===== config.mk =====
export PLATFORM = sky130hd
export DESIGN_NAME = multdiv_stall_controller
export DESIGN_NICKNAME = d
export VERILOG_FILES = /design/src/rtl/multdiv_stall_controller.sv
export SDC_FILE = /design/constraint.sdc
export NUM_CORES = 1
export LEC_CHECK = 0
export CAP_MARGIN = 20
export CORE_MARGIN = 2
export CORE_UTILIZATION = 30
export CTS_BUF_LIST = sky130_fd_sc_hd__clkbuf_8 sky130_fd_sc_hd__clkbuf_16
export DETAILED_ROUTE_END_ITERATION = 16
export GPL_TIMING_DRIVEN = 0
export PLACE_DENSITY = 0.81
export SYNTH_ARGS = -nofsm -noshare
export SYNTH_HDL_FRONTEND = slang
export SYNTH_SLANG_ARGS = --single-unit

===== constraint.sdc =====
create_clock -name clock -period 1.4 [get_ports clock]
set_input_delay 0.14 -clock clock [delete_from_list [all_inputs] [get_ports clock]]
set_output_delay 0.14 -clock clock [all_outputs]
set_load 0.005 [all_outputs]

===== src/rtl/multdiv_stall_controller.sv =====
// multdiv_stall_controller
// Hazard controller that sits beside the execute-stage bypass network.
// It detects load-use hazards that bypassing cannot cover. It also runs the
// multi-cycle multdiv unit for mult/div instructions in execute. While
// multdiv is working, it holds the front of the pipeline and feeds nops into X/M.
module multdiv_stall_controller #(
  parameter int TIMEOUT = 64,
  parameter int CNT_W   = 7
) (
  input  logic        clock,
  input  logic        reset,
  input  logic [31:0] decodeIR,
  input  logic [31:0] executeIR,
  input  logic        md_resultRDY,
  input  logic        md_exception,
  output logic        stall_FD,
  output logic        stall_DX,
  output logic        nop_DX,
  output logic        nop_XM,
  output logic        ctrl_MULT,
  output logic        ctrl_DIV,
  output logic        md_latch,
  output logic        md_exc_out,
  output logic        busy
);

  typedef enum logic [1:0] {
    IDLE  = 2'd0,
    START = 2'd1,
    BUSY  = 2'd2
  } state_t;

  localparam logic [4:0] OP_ALU  = 5'b00000;
  localparam logic [4:0] OP_ADDI = 5'b00101;
  localparam logic [4:0] OP_LW   = 5'b01000;
  localparam logic [4:0] OP_SW   = 5'b00111;
  localparam logic [4:0] OP_BNE  = 5'b00010;
  localparam logic [4:0] OP_BLT  = 5'b00110;
  localparam logic [4:0] OP_JR   = 5'b00100;
  localparam logic [4:0] OP_BEX  = 5'b10110;
  localparam logic [4:0] ALU_MUL = 5'b00110;
  localparam logic [4:0] ALU_DIV = 5'b00111;

  localparam logic [CNT_W-1:0] CNT_LAST = CNT_W'(TIMEOUT - 1);
  localparam logic [CNT_W-1:0] CNT_ONE  = CNT_W'(1);

  state_t           state;
  state_t           next_state;
  logic [CNT_W-1:0] cnt;

  logic [4:0] ex_op;
  logic [4:0] ex_rd;
  logic [4:0] ex_aluop;
  logic [4:0] dec_op;
  logic [4:0] dec_rd;
  logic [4:0] dec_rs1;
  logic [4:0] dec_rs2;
  logic       ex_is_md;
  logic       ex_is_div;
  logic       start_seq;
  logic [4:0] src_a;
  logic [4:0] src_b;
  logic       load_use;
  logic       unused_bits;

  assign ex_op    = executeIR[31:27];
  assign ex_rd    = executeIR[26:22];
  assign ex_aluop = executeIR[6:2];
  assign dec_op   = decodeIR[31:27];
  assign dec_rd   = decodeIR[26:22];
  assign dec_rs1  = decodeIR[21:17];
  assign dec_rs2  = decodeIR[16:12];

  assign unused_bits = ^{decodeIR[11:0], executeIR[21:7], executeIR[1:0]};

  assign ex_is_md  = (ex_op == OP_ALU) && ((ex_aluop == ALU_MUL) || (ex_aluop == ALU_DIV));
  assign ex_is_div = (ex_aluop == ALU_DIV);
  assign start_seq = (state == IDLE) && ex_is_md;
  assign busy      = (state != IDLE);

  // Select which registers the decode instruction reads; r0 in a slot means "none"
  always_comb begin
    src_a = 5'd0;
    src_b = 5'd0;
    case (dec_op)
      OP_ALU:                begin src_a = dec_rs1; src_b = dec_rs2; end
      OP_ADDI, OP_LW, OP_SW: begin src_a = dec_rs1; end
      OP_BNE, OP_BLT:        begin src_a = dec_rd;  src_b = dec_rs1; end
      OP_JR:                 begin src_a = dec_rd; end
      OP_BEX:                begin src_a = 5'd30; end
      default:               begin src_a = 5'd0;  src_b = 5'd0; end
    endcase
  end

  assign load_use = (ex_op == OP_LW) && (ex_rd != 5'd0) &&
                    ((ex_rd == src_a) || (ex_rd == src_b));

  // State, busy counter and registered multdiv start pulses (high only in START)
  always_ff @(posedge clock) begin
    if (reset) begin
      state     <= IDLE;
      cnt       <= '0;
      ctrl_MULT <= 1'b0;
      ctrl_DIV  <= 1'b0;
    end else begin
      state     <= next_state;
      ctrl_MULT <= start_seq && !ex_is_div;
      ctrl_DIV  <= start_seq && ex_is_div;
      if (state == START) begin
        cnt <= '0;
      end else if (state == BUSY) begin
        cnt <= cnt + CNT_ONE;
      end
    end
  end

  // Next state plus the combinational stall, nop and latch controls
  always_comb begin
    next_state = state;
    stall_FD   = 1'b0;
    stall_DX   = 1'b0;
    nop_DX     = 1'b0;
    nop_XM     = 1'b0;
    md_latch   = 1'b0;
    md_exc_out = 1'b0;
    case (state)
      IDLE: begin
        if (ex_is_md) begin
          stall_FD   = 1'b1;
          stall_DX   = 1'b1;
          nop_XM     = 1'b1;
          next_state = START;
        end else if (load_use) begin
          stall_FD = 1'b1;
          nop_DX   = 1'b1;
        end
      end
      START: begin
        stall_FD   = 1'b1;
        stall_DX   = 1'b1;
        nop_XM     = 1'b1;
        next_state = BUSY;
      end
      BUSY: begin
        if (md_resultRDY) begin
          md_latch   = 1'b1;
          md_exc_out = md_exception;
          next_state = IDLE;
        end else if (cnt == CNT_LAST) begin
          md_latch   = 1'b1;
          md_exc_out = 1'b1;
          next_state = IDLE;
        end else begin
          stall_FD = 1'b1;
          stall_DX = 1'b1;
          nop_XM   = 1'b1;
        end
      end
      default: next_state = IDLE;
    endcase
  end

endmodule


=== Word-level counts from Yosys, hierarchy flattened ===
Cells that the tools add are included.

* Input port bits: 68
* Output and inout bits: 9
* Word-level logic and storage cells: 61
* Flip-flop bits (word level): 11

* Mux-type cells: 20
* Reduce and logical (&&, ||, !) cells: 19
* Add/sub/neg operators: 1
* Eq/ne operators: 17

{| class="wikitable"
|+ Operators with widths
! kind !! count
|-
| $eq 5x3->1 const B || 6
|-
| $pmux 5 s3 || 1
|-
| $mux 1 || 12
|-
| $eq 5x4->1 const B || 2
|-
| $eq 5x5->1 || 2
|-
| $logic_not 5->1 || 2
|-
| $pmux 5 s2 || 1
|-
| $add 7x1->7 const B || 1
|-
| $eq 7x6->1 const B || 1
|-
| $logic_and 1x1->1 || 6
|-
| $mux 2 || 3
|-
| $pmux 1 s3 || 2
|-
| $pmux 2 s3 || 1
|-
| $eq 5x2->1 const B || 1
|-
| $eq 5x5->1 const B || 1
|-
| $reduce_bool 5->1 || 1
|-
| $reduce_or 2->1 || 2
|-
| $reduce_or 4->1 || 1
|-
| $ne 3x2->1 const B || 1
|-
| $reduce_or 3->1 || 1
|-
| $eq 2x1->1 const B || 1
|-
| $eq 2x2->1 const B || 1
|-
| $logic_not 2->1 || 1
|-
| $logic_or 1x1->1 || 2
|-
| other kinds (4) || 4
|}

=== Logic depth before layout (Yosys ltp) ===
* Depth after elaboration: 9
* Depth in mapped cells: 7
* Depth with buffers taken out: 7

=== Worst setup path before layout ===
OpenSTA, ideal clock, no wires.

* Kind: input port to output port
* Start point: input port decodeIR[27]
* End point: output port nop_DX
* Data required time: 1260 ps
* Path slack: -193 ps
* Stages on the path: 6
* Buffers on the path: 0
* Arrival: 1453 ps
* Cell sequence: or3_1 > a21oi_2 > o2bb2ai_1 > xnor2_1 > nand2_1 > o41ai_1

* Word-level cells in the longest chain between the ends: 9
* Elaborated cells on any way between the ends: 20
* Classes of those cells: eq/ne: 9; mux: 5; reduce/logical: 6

{| class="wikitable"
|+ RTL lines
! item !! RTL line !! text
|-
| start: declaration || 12 || <nowiki>input logic [31:0] decodeIR,</nowiki>
|-
| $eq 5x3->1 (tied with other cells) || 85 || <nowiki>case (dec_op)</nowiki>
|-
| $reduce_or 4->1 (no source line) (tied with other cells) || n/a ||
|-
| $pmux 5 s3 or $pmux 5 s2 (tied branches) || 85 ||
|-
| $eq 5x5->1 || 96 || <nowiki>((ex_rd == src_a) || (ex_rd == src_b));</nowiki>
|-
| $logic_or 1x1->1 (*) || 96 ||
|-
| $logic_and 1x1->1 (*) || 95 || <nowiki>assign load_use = (ex_op == OP_LW) && (ex_rd != 5'd0) &&</nowiki>
|-
| $mux 1 (*) || 133 || <nowiki>end else if (load_use) begin</nowiki>
|-
| $mux 1 (*) || 128 || <nowiki>if (ex_is_md) begin</nowiki>
|-
| $mux 1 (*) || 126 || <nowiki>case (state)</nowiki>
|-
| end: declaration || 18 || <nowiki>output logic nop_DX,</nowiki>
|}

Mark *: on every way between the ends. The rest lies on a longest branch, timed or not.

=== Worst setup path in the final report ===
* Start point: register cnt[0]
* End point: output port stall_FD

* Word-level cells in the longest chain between the ends: 4

{| class="wikitable"
|+ RTL lines
! item !! RTL line !! text
|-
| start: declaration || 49 || <nowiki>logic [CNT_W-1:0] cnt;</nowiki>
|-
| start signal: assignment || 112 || <nowiki>cnt <= cnt + CNT_ONE;</nowiki>
|-
| $eq 7x6->1 || 149 || <nowiki>end else if (cnt == CNT_LAST) begin</nowiki>
|-
| $mux 1 || 149 ||
|-
| $mux 1 || 145 || <nowiki>if (md_resultRDY) begin</nowiki>
|-
| $pmux 1 s3 || 126 ||
|-
| end: declaration || 16 || <nowiki>output logic stall_FD,</nowiki>
|}

No other way between the ends.

==> run_results.csv <==
group,metric,value,unit
final_layout,fin_nets,264,
drt,routedWlPerCell,13.8,um
power_and_ir_drop,peakVddDrop,0.291,mV
grt,antenna_found_initial,0,
placed_design,post-dp-hpwl,2.17,mm
yosys,synth.ff_latch_count,11,
critical_path,required,1.26,ns
power_and_ir_drop,power.leakage,0.727,nW
yosys,syn_area,981,um^2
yosys,synth.net_count,198,
floorplan,io_pins,77,
critical_path,crit_path_start,"cnt[0]",
sta,report.final.setup_viol,7,
sta,final.setup_skew,0.000691,ns
sta,post-route-period-util,139,%
yosys,syn_inst,129,
final_layout,design_area,1900,um^2
final_layout,count_of_inserted_antenna_diode_cells,0,
critical_path,r2r_start,"cnt[0]",
drt,route.final.wire_length,3.29,mm
drt,detail_route.iter0.violations,54,
yosys,synth.top_cells.by_count,"15 x nor2_1, 11 x dfxtp_1, 11 x nand2_1",
yosys,yosys_warnings,0,
sta,rsz0062_at_grt,"yes",
power_and_ir_drop,power.total,0.000929,W
drt,route.antenna.remaining_nets,0,
sta,slew_headroom,74.1,%
grt,grt_remaining_overflow,0,
clocking,ctsHtreeMaxLevel,1,
yosys,synth_edf_count,0,
critical_path,slowest_cell_on_the_critical_path,"dfxtp_4",
yosys,yosysTopAreaCell,"dfxtp_1",
sta,min_tclk_post_route,1.94,ns
clocking,tritoncts,"yes",
yosys,synth_top_flop_cell,"dfxtp_1",
critical_path,timing.critical_path.slowest_cell_delay,0.36,ns
clocking,clock_latency,0.24,ns
critical_path,reg2regPathDepth,7,
status,failed_checks,"setup timing",
clocking,clk_path_buf_depth,2,
floorplan,initial_utilization,31.9,%
final_layout,area_growth_syn_to_layout,93.7,%
min_path,min_delay_path_depth,6,
floorplan,die_ar,3740,um^2
drt,drcViolationCount,0,
final_layout,instances_no_fill,238,
grt,grt_max_degree,11,
drt,vias,1235,
floorplan,core-area,3080,um^2
min_path,timing.hold.worst_endpoint,"state[0]",
placed_design,place.detailed.instances,219,
critical_path,rrSetupSlack,0,ns
grt,first_global_vias,1196,
final_layout,nFillCells,252,
floorplan,std_cell_rows,20,
yosys,synth.area.top_cells,"dfxtp_1 22%, xnor2_1 8.9%, nor2_1 5.7%",
clocking,clock_sink_count,11,
sta,slack_of_the_critical_path,-0.542,ns
final_layout,layout-drive-gt1-share,39.7,%
drt,drt-vias-per-instance,5.19,
flow_run,timing.max_cap.violations,0,
yosys,netlist.area_leader.share,22.4,%
critical_path,worst-path-max-fanout,3,
yosys,yosysSeqAreaShare,22.4,%
placed_design,detailed_place.area,1510,um^2
sta,achievable-frequency,515,MHz
floorplan,die-height,61.2,um
critical_path,crit_path_start_kind,"register",
min_path,hold_path.startpoint,"executeIR[31]",
placed_design,io_buffer_count,46,
sta,timing_worst_slew_pin_value,0.387,ns
floorplan,die_span_in_x,61.2,um
clocking,cts_root_buf,"clkbuf_8",
yosys,synth.avg_cell_area,7.60,um^2
yosys,synth_most_common_cell,"nor2_1",
placed_design,gp_routability_congestion,0.786,
clocking,clk_pin_slew_worst_paths,0.05,ns
critical_path,critical_path_sink_type,"primary output",
grt,grtUsageTotal,17.3,%
min_path,min-delay-path-class,"input port to register",
clocking,cts_buffers,3,
power_and_ir_drop,cellPowerDensity,489,nW/um^2
sta,final_hold_viol_count,0,
yosys,yosys.cell_types.count,47,
drt,detailedRoute.firstPassIterationCount,4,
yosys,fraction_of_registers_with_async_set_reset,0,%
status,run_status,"finished, violations left",
sta,timing.final.max_slew_violations,0,
critical_path,crit_type,"register to primary output",
grt,wire_length_of_the_first_global_routing_pass,4.86,mm
critical_path,worst-endpoint-arrival,1.80,ns
critical_path,worstReg2RegEnd,"state[1]",
clocking,postCtsHoldBufs,0,
critical_path,crit_path_cell_trace,"ha_4, and4_4, a31oi_4, a21oi_2, nand2_2, a31oi_2, o31ai_2, buf_2",
## metal layers
layer  up-vias  part of all wire, %  wire length, um  global-route usage (%)
met5         -                    0                0                       0
met4         0                  2.9               94                    8.70
met3        10                  6.9              228                    2.73
met2        52                   52             1710                    31.0
met1       575                   38             1260                    19.7
li1        598                    -                -                       -
## flip-flops by register name, summed over array words and instances (netlist names)
register   cells
state          2
cnt            7
ctrl_MULT      1
ctrl_DIV       1
## kinds of logic (layout without fill, tap and decap cells)
| family | count (synthesis) | in the layout | share of synthesized area, % |
|---|---|---|---|
| buffers and inverters | 9 | 74 | 4.85 |
| flip-flops | 11 | 11 | 22.4 |
| XOR/XNOR | 14 | 14 | 12.5 |
| multiplexers | 1 | 1 | 1.02 |
| adder cells (fa/ha/maj) | 1 | 1 | 1.28 |
| AO/OA/AOI/OAI | 32 | 32 | 24.5 |
| AND/OR/NAND/NOR | 61 | 61 | 33.4 |
## placed cells by master, fill, tap and decap left out, types with 3 or more instances in the layout
cell and n:
clkbuf_8 3, a21oi_2 5, nand3_1 4, nand3b_1 3, dfxtp_1 7, nand2_1 9, a21oi_1 3, clkdlybuf4s15_1 3
clkdlybuf4s50_1 27, xnor2_1 8, buf_4 14, o2bb2ai_4 3, nor3b_1 3, dlygate4sd2_1 4, buf_2 5, dfxtp_4 4
xor2_1 4, buf_6 8, nor2_1 13, inv_1 5
## timing repair
action                                  4_1_cts  5_1_grt
endpoints found under the setup margin       10        8
buffers inserted                             18        4
pin swaps                                    28       12
resized for setup                            94       24
hold endpoints to repair                      0        0
## report_power, final
group	internal (W)	switching, W	total [W]
logic	0.000171	0.000133	0.000304
clock network	0.000193	0.000125	0.000318
registers	0.000306	0.000000122	0.000306
## worst max path at each step
stage                     cells after the start  slack (ns)       end
after detailed placement                      8       -1.33    nop_DX
after CTS                                     9       -0.51    nop_DX
after global placement                        8       -1.35    nop_DX
after global routing                          8       -0.68    nop_DX
after floorplan                               6       -0.15    nop_DX
final                                         8       -0.54  stall_FD
## critical path, delay by kind of cell (launching register included)
| kind | cells | cell delay, ns |
|---|---|---|
| buffers and inverters | 1 | 0.13 |
| adders and majority gates | 1 | 0.13 |
| and+or+nand+nor | 2 | 0.32 |
| AOI/OAI and AO/OA | 4 | 0.62 |
| DFF | 1 | 0.36 |
## area by class of cell
| type | count | area [um^2] | area share [%] |
|---|---|---|---|
| flip-flops and latches | 11 | 235 | 12.4 |
| clock buffers | 3 | 41.3 | 2.17 |
| plain buffers | 3 | 22.5 | 1.18 |
| clock inverters | 1 | 3.75 | 0.197 |
| repair buffers | 63 | 584 | 30.7 |
| well taps | 44 | 55.1 | 2.90 |
| inverters | 4 | 15.0 | 0.790 |
| multi-input cells | 109 | 943 | 49.6 |
## stage by stage
step / worst slack (ns) / hold slack, ns / utilization [%] / setup TNS [ns]
after floorplan: -0.145 / 0.205 / - / -0.237
after global placement: -1.35 / 0.474 / 49.0 / -6.08
after detailed placement: -1.33 / 0.485 / 49.0 / -6.14
after CTS: -0.509 / 0.491 / 57.6 / -2.20
after global routing: -0.684 / 0.520 / 61.7 / -2.79
final: -0.542 / 0.488 / 61.7 / -2.33
(Power assumes the default switching activity.)
